<file path="config.mk">
export PLATFORM = sky130hd
export DESIGN_NAME = pdecoder_3to5_acc
export DESIGN_NICKNAME = d
export VERILOG_FILES = /design/src/rtl/pdecoder_pkg.sv /design/src/rtl/idx2onehot_3to5.sv /design/src/rtl/pdecoder_3to5_acc.sv
export SDC_FILE = /design/constraint.sdc
export NUM_CORES = 1
export LEC_CHECK = 0
export CORE_UTILIZATION = 39
export DETAILED_ROUTE_END_ITERATION = 7
export GPL_TIMING_DRIVEN = 0
export HOLD_SLACK_MARGIN = 0.1
export PLACE_DENSITY = 0.73
export SLEW_MARGIN = 20
export SYNTH_ARGS = -nofsm -noshare
export SYNTH_HDL_FRONTEND = slang
export SYNTH_HIERARCHICAL = 1
export SYNTH_SLANG_ARGS = --single-unit
</file>
<file path="constraint.sdc">
create_clock -name clk -period 1.8 [get_ports clk]
set_input_delay 0.36 -clock clk [delete_from_list [all_inputs] [get_ports clk]]
set_output_delay 0.36 -clock clk [all_outputs]
set_load 0.02 [all_outputs]
</file>
<file path="src/rtl/pdecoder_pkg.sv">
// Shared widths and FSM encoding for the 3-to-5 position decoder/accumulator.
// Latency: n/a (declarations only).
// Backpressure: n/a.
package pdecoder_pkg;

    localparam int MASK_W = 5;
    localparam int IDX_W  = 3;
    localparam int CNT_W  = 3;

    // ACCUM collects beats of a group; HOLD presents the rebuilt group downstream.
    typedef enum logic {
        ACCUM = 1'b0,
        HOLD  = 1'b1
    } state_t;

endpackage : pdecoder_pkg

</file>
<file path="src/rtl/idx2onehot_3to5.sv">
// Converts an MSB-first bit position (0 = mask bit 4) into a 5-bit one-hot.
// Latency: combinational.
// Backpressure: none.
// Ports: idx - bit position; onehot - decoded bit (zero when out of range);
//        in_range - idx is 0..4.
module idx2onehot_3to5
    import pdecoder_pkg::*;
(
    input  logic [IDX_W-1:0]  idx,
    output logic [MASK_W-1:0] onehot,
    output logic              in_range
);

    always_comb begin
        onehot   = '0;
        in_range = 1'b1;
        case (idx)
            3'd0:    onehot = 5'b10000;
            3'd1:    onehot = 5'b01000;
            3'd2:    onehot = 5'b00100;
            3'd3:    onehot = 5'b00010;
            3'd4:    onehot = 5'b00001;
            default: in_range = 1'b0;
        endcase
    end

endmodule : idx2onehot_3to5

</file>
<file path="src/rtl/pdecoder_3to5_acc.sv">
// Rebuilds a 5-bit mask, set-bit count and dup/err flags from a stream of index beats.
// Latency: group presented 1 cycle after the beat carrying in_last.
// Backpressure: in_rdy low while the group is held; held until out_rdy, no beats taken meanwhile.
// Ports: clk/reset (sync, active-high); in_val/in_rdy/in_idx/in_nz/in_last - beat stream;
//        out_val/out_rdy/out_mask/out_cnt/out_dup/out_err - rebuilt group.
module pdecoder_3to5_acc
    import pdecoder_pkg::*;
(
    input  logic              clk,
    input  logic              reset,
    input  logic              in_val,
    output logic              in_rdy,
    input  logic [IDX_W-1:0]  in_idx,
    input  logic              in_nz,
    input  logic              in_last,
    output logic              out_val,
    input  logic              out_rdy,
    output logic [MASK_W-1:0] out_mask,
    output logic [CNT_W-1:0]  out_cnt,
    output logic              out_dup,
    output logic              out_err
);

    state_t              state_q, state_d;
    logic [MASK_W-1:0]   mask_q, mask_d;
    logic [CNT_W-1:0]    cnt_q, cnt_d;
    logic                dup_q, dup_d;
    logic                err_q, err_d;

    logic [MASK_W-1:0]   onehot;
    logic                in_range;
    logic                beat_acc;

    idx2onehot_3to5 u_dec (
        .idx      (in_idx),
        .onehot   (onehot),
        .in_range (in_range)
    );

    assign in_rdy   = (state_q == ACCUM);
    assign out_val  = (state_q == HOLD);
    assign beat_acc = in_val && in_rdy;

    assign out_mask = mask_q;
    assign out_cnt  = cnt_q;
    assign out_dup  = dup_q;
    assign out_err  = err_q;

    always_comb begin
        state_d = state_q;
        mask_d  = mask_q;
        cnt_d   = cnt_q;
        dup_d   = dup_q;
        err_d   = err_q;

        if (state_q == ACCUM) begin
            if (beat_acc) begin
                // in_nz = 0 is an empty-group marker: only in_last matters.
                if (in_nz) begin
                    if (!in_range) begin
                        err_d = 1'b1;
                    end else if ((mask_q & onehot) != '0) begin
                        // Repeated position: flag it but do not count it twice.
                        dup_d = 1'b1;
                    end else begin
                        mask_d = mask_q | onehot;
                        cnt_d  = cnt_q + 3'd1;
                    end
                end
                if (in_last) begin
                    state_d = HOLD;
                end
            end
        end else begin
            if (out_rdy) begin
                state_d = ACCUM;
                mask_d  = '0;
                cnt_d   = '0;
                dup_d   = 1'b0;
                err_d   = 1'b0;
            end
        end
    end

    always_ff @(posedge clk) begin
        if (reset) begin
            state_q <= ACCUM;
            mask_q  <= '0;
            cnt_q   <= '0;
            dup_q   <= 1'b0;
            err_q   <= 1'b0;
        end else begin
            state_q <= state_d;
            mask_q  <= mask_d;
            cnt_q   <= cnt_d;
            dup_q   <= dup_d;
            err_q   <= err_d;
        end
    end

endmodule : pdecoder_3to5_acc
</file>
Word level (Yosys, flattened, before mapping). Index checks and enable logic that the tools add are counted.

$add $sub $neg: 1. Equality and inequality tests: 7. Mux-type cells: 28. Bitwise gates (word level): 3. Reduce and logical (&&, ||, !) cells: 11.

Operators by type and width (count): two-way mux 5 bit (6); case mux 5 bit (5 select lines) (1); two-way mux 3 bit (6); two-way mux 1 bit (15); AND reduction 5 bit (2); nonzero test 2 bit (4); == test 3 x 2 -> 1 bit, second input constant (2); inequality test 2 bit, second input constant (3); AND 5 bit (1); bitwise OR 5 bit (1); nonzero test 5 bit (1); OR reduction 5 bit (1); AND reduction 4 bit (1); adder 3 x 1 -> 3 bit, second input constant (1); == test 3 x 1 -> 1 bit, second input constant (1); == test 3 bit, second input constant (1); logical NOT 3 bit (1); logical AND 1 bit (1); inverter 1 bit (1).

Flip-flop bits (word level): 11. Output and inout bits: 12. Logic and storage cells: 55.

Depth between registers and ports, before layout.
Depth in word-level cells: 9. Mapped depth: 6. Depth with buffers taken out: 5.

By module. Netlist, hierarchy kept.

Modules (own cells, without submodules): pdecoder_3to5_acc (instances 1, cells an instance 49, area each 465.4 um^2, sequential area each 220.2 um^2); idx2onehot_3to5 (instances 1, cells an instance 6, area each 42.5 um^2, sequential area each 0.0 um^2).

Least setup slack after synthesis. Ideal clock, no wire load.

Path type: input-to-reg. From: in in_idx[0]. To: reg cnt_q[1] (netlist: out_cnt[1]). Setup time: 114 ps. Arrival time: 1439 ps. Data required time: 1686 ps. Path slack: 246 ps. Stages: 5. Buffers on the path: 0. Cells stage by stage: nor3b_1 -> a222oi_1 -> a32o_2 -> a2bb2oi_1 -> nor2_1.

Word-level cells in the longest chain between the ends: 6.

Ends and longest elaborated chain: start: declaration (line pdecoder_3to5_acc.sv:13) `input logic [IDX_W-1:0] in_idx,`; == test 3 bit (tied with other cells) (line idx2onehot_3to5.sv:17) `case (idx)`; case mux 5 bit (5 select lines) (line idx2onehot_3to5.sv:17); AND 5 bit (line pdecoder_3to5_acc.sv:62) `end else if ((mask_q & onehot) != '0) begin`; nonzero test 5 bit (line pdecoder_3to5_acc.sv:62); inequality test 2 bit (no line); AND reduction 5 bit (no line) (*); end signal: assignment (line pdecoder_3to5_acc.sv:95) `cnt_q <= cnt_d;`; end: declaration (line pdecoder_3to5_acc.sv:26) `logic [CNT_W-1:0] cnt_q, cnt_d;`.

Mark *: on every way between the ends. The rest lies on a longest branch, timed or not. A chain may end at the register's enable or synchronous reset.

Worst setup path after layout.
From: reg cnt_q[0] (netlist: out_cnt[0]). To: out out_cnt[0].

RTL lines: end: declaration (line pdecoder_3to5_acc.sv:19) `output logic [CNT_W-1:0] out_cnt,`.

No word-level cell between the ends.

==> metrics.md <==
| Metric | Value |
|---|---|
| WHS Endpoint | `out_err` |
| Synth area leaders | `dfxtp_1 (43%), a22o_1 (6.9%), nor2_1 (4.4%)` |
| Cells after Synth | `55` |
| Post-Syn Area | `508 um2` |
| Dpl hpwl | `828 um` |
| Area of the multi-input gates | `278 um2` |
| Via Count | `490` |
| HP Class | `reg2reg` |
| Max VDD drop | `0.000435 V` |
| Inserted Diodes | `0` |
| Mapped Nets | `65` |
| Switching part of the total | `25.0%` |
| Placer Congestion | `0.720` |
| Worst Tran Pin Value | `0.464 ns` |
| Non-Filler Instances | `94` |
| FP Rows | `12` |
| Worst Reg2Reg Path Length in Cells | `6` |
| Outcome | `finished, final reports clean` |
| Fillers | `109` |
| Clock Root Buffer | `clkbuf_4` |
| Warnings, synthesis | `6` |
| CTS tree | `yes` |
| Reg-to-Reg Start | `out_val` |
| Net Sw Power | `0.000128 W` |
| Tot GR Track Use | `19.0%` |
| Vias in the first global route | `442` |
| Kind of cell adding the most delay to the critical path | `buffers and inverters` |
| Sequential power share | `49.6%` |
| CTS buffer count | `3` |
| Worst-Skew Late Latency | `0.26 ns` |
| Placed cell count | `89` |
| PortBufs | `20` |
| Final period utilization | `89.5%` |
| DIE AREA | `1450 um2` |
| Critical Path Fanout Max | `3` |
| Vias/cell | `5.21` |
| Top-count cell post-synth | `dfxtp_1` |
| Io pins | `21` |
| Crit path DAT | `1.25 ns` |
| Leakage power | `0.334 nW` |
| Pre-Repair DR Iteration Count | `4` |
| Synth top area share | `43.3%` |
| Slew Limit Headroom | `69.1%` |
| Critical path endpoint category | `primary output` |
| Worst-path clk slew | `0.06 ns` |
| Final setup violation count | `0` |
| Synth area leader | `dfxtp_1` |
| Final hold vios | `0` |
| Register bit total from synthesis | `11` |
| Initial antenna violation count | `0` |
| Power Internal | `0.000386 W` |
| Die X | `38.1 um` |
| Share of cells above drive strength 1 | `13.8%` |
| Post-synth top cells | `dfxtp_1 (11), nor2_1 (6), a21oi_1 (4), a22o_1 (4)` |
| EDFF count, synth | `0` |
| Max Buffers Root-to-Sink | `2` |
| Crit path kind | `reg2out` |
| H-tree levels | `1` |
| Count of cell types in the netlist | `27` |
| Final min period | `1.61 ns` |
| Crit path required time | `1.44 ns` |
| Pwr Density | `660 nW/um2` |
| Routed len/inst | `12.1 um` |
| First-pass GRT wire length | `1880 um` |
| Slowest-stage cell, CP | `clkdlybuf4s50_1` |
| Setup Skew | `0.000729 ns` |
| Final Max Tran Viols | `0` |
| Core area | `1160 um2` |
| Sequential cell area | `220 um2` |
| Max-cap violations | `0` |
| Cell count of the worst hold path | `2` |
| Reg2reg setup slack | `0.32 ns` |
| WHS | `0.479 ns` |
| ANT nets after route | `0` |
| Fin nets | `91` |
| Hold Crit Start | `out_err` |
| Crit start category | `flop` |
| Critical Path Max Stage Delay | `0.62 ns` |
| Hold-fix buffers at CTS | `0` |
| Reg2reg end | `out_cnt[1]` |
| CP bufs+invs | `1` |
| Comb pwr share | `18.7%` |
| Clock group share of total power | `31.7%` |
| Post-synth ARST share | `0%` |
| CP cell instances | `clkdlybuf4s50_1` |
| Die H | `38.1 um` |
| CTS Sinks | `11` |
| Ys flop type | `dfxtp_1` |
| Residual DRC count | `0` |
| RSZ-0062 raised after global routing | `false` |
| Syn avg cell area | `9.24 um2` |
| Area Overhead vs Synth | `53.4%` |
| Largest net degree at the start of global routing | `10` |
| Initial drt markers | `8` |
| Post-synthesis sequential area ratio | `43.3%` |
| Starting Density | `43.9%` |
| GRT overflow | `0` |
| Peak Freq | `621 MHz` |
| Total Wirelength | `1140 um` |
-- cells in the final DEF, fill, tap and decap left out, drive strengths merged, types with 2 or more instances in the layout --
cell,netlist,final
clkdlybuf4s50,0,16
clkbuf,1,5
dlymetal6s2s,0,4
nand2,2,2
a22o,5,5
dfxtp,11,11
inv,3,3
nor3b,3,3
o21ai,2,2
buf,1,2
a21oi,4,4
a41oi,2,2
nor2,7,7
-- through the flow --
stage	instance area (um2)	setup TNS (ns)	setup WS, ns	total power [W]	util, %
global route	779	0	0.139	0.000540	67.4
finish	779	0	0.189	0.000514	67.4
CTS	759	-0.0160	-0.00850	0.000523	65.7
global placement	726	-3.58	-0.425	0.000355	62.8
detailed placement	726	-3.87	-0.457	0.000356	62.8
floorplan	508	0	0.246	0.000310	-
-- layout make-up --
type / count / share of cell area, %
plain buffers: 2 / 1.12
flip-flops and latches: 11 / 28.3
well taps: 14 / 2.25
inverters: 3 / 1.44
repair buffers: 21 / 27.9
clock buffers: 4 / 3.37
multi-input cells: 39 / 35.6
-- cell families (layout without fill, tap and decap cells) --
logic type	count (synthesis)	count (layout)	synth area share, %
adder cells (fa/ha/maj)	1	1	2.46
buffers and inverters	5	30	3.94
flip-flops	11	11	43.3
AO/OA/AOI/OAI	19	19	28.3
AND/OR/NAND/NOR	18	18	20.2
XOR/XNOR	1	1	1.72
-- what timing repair did --
action / 4_1_cts / 5_1_grt
setup endpoints to repair: 9 / 10
pin swaps: 1 / 1
resized for setup: 0 / 7
gates cloned: 0 / 0
setup buffers: 1 / 0
-- per-layer routing --
| layer | part of all wire [%] | track usage, % | vias to the layer above | routed length, um |
|---|---|---|---|---|
| met5 | 0 | 0 | - | 0 |
| met4 | 0 | 5.36 | 0 | 0 |
| met3 | 5.9 | 8.72 | 0 | 67 |
| met2 | 46 | 27.5 | 15 | 526 |
| met1 | 48 | 25.0 | 218 | 542 |
| li1 | - | - | 257 | - |
-- flip-flops by register name (all words and copies together) (netlist names) --
signal    cells
out_val       1
out_cnt       3
out_mask      5
out_dup       1
out_err       1
-- how the worst max path moves through the flow --
stage / start / to / cells past startpoint
after detailed placement: in_idx[0] / out_cnt[1] / 6
final: out_cnt[0] / out_cnt[0] / 1
after global routing: out_rdy / out_mask[3] / 5
after global placement: in_idx[0] / out_cnt[1] / 6
after floorplan: in_idx[0] / out_cnt[1] / 5
after CTS: in_idx[0] / out_cnt[0] / 7
-- power groups by stage --
stage          Combinational (W)  Sequential [W]  Clock (W)
4_1_cts                0.0000962        0.000255   0.000172
5_1_grt                 0.000106        0.000256   0.000178
6_report               0.0000963        0.000255   0.000163
2_1_floorplan          0.0000404        0.000269          0
3_5_place_dp           0.0000955        0.000261          0
3_3_place_gp           0.0000947        0.000261          0
No activity file was read; power rests on OpenSTA's default activity.
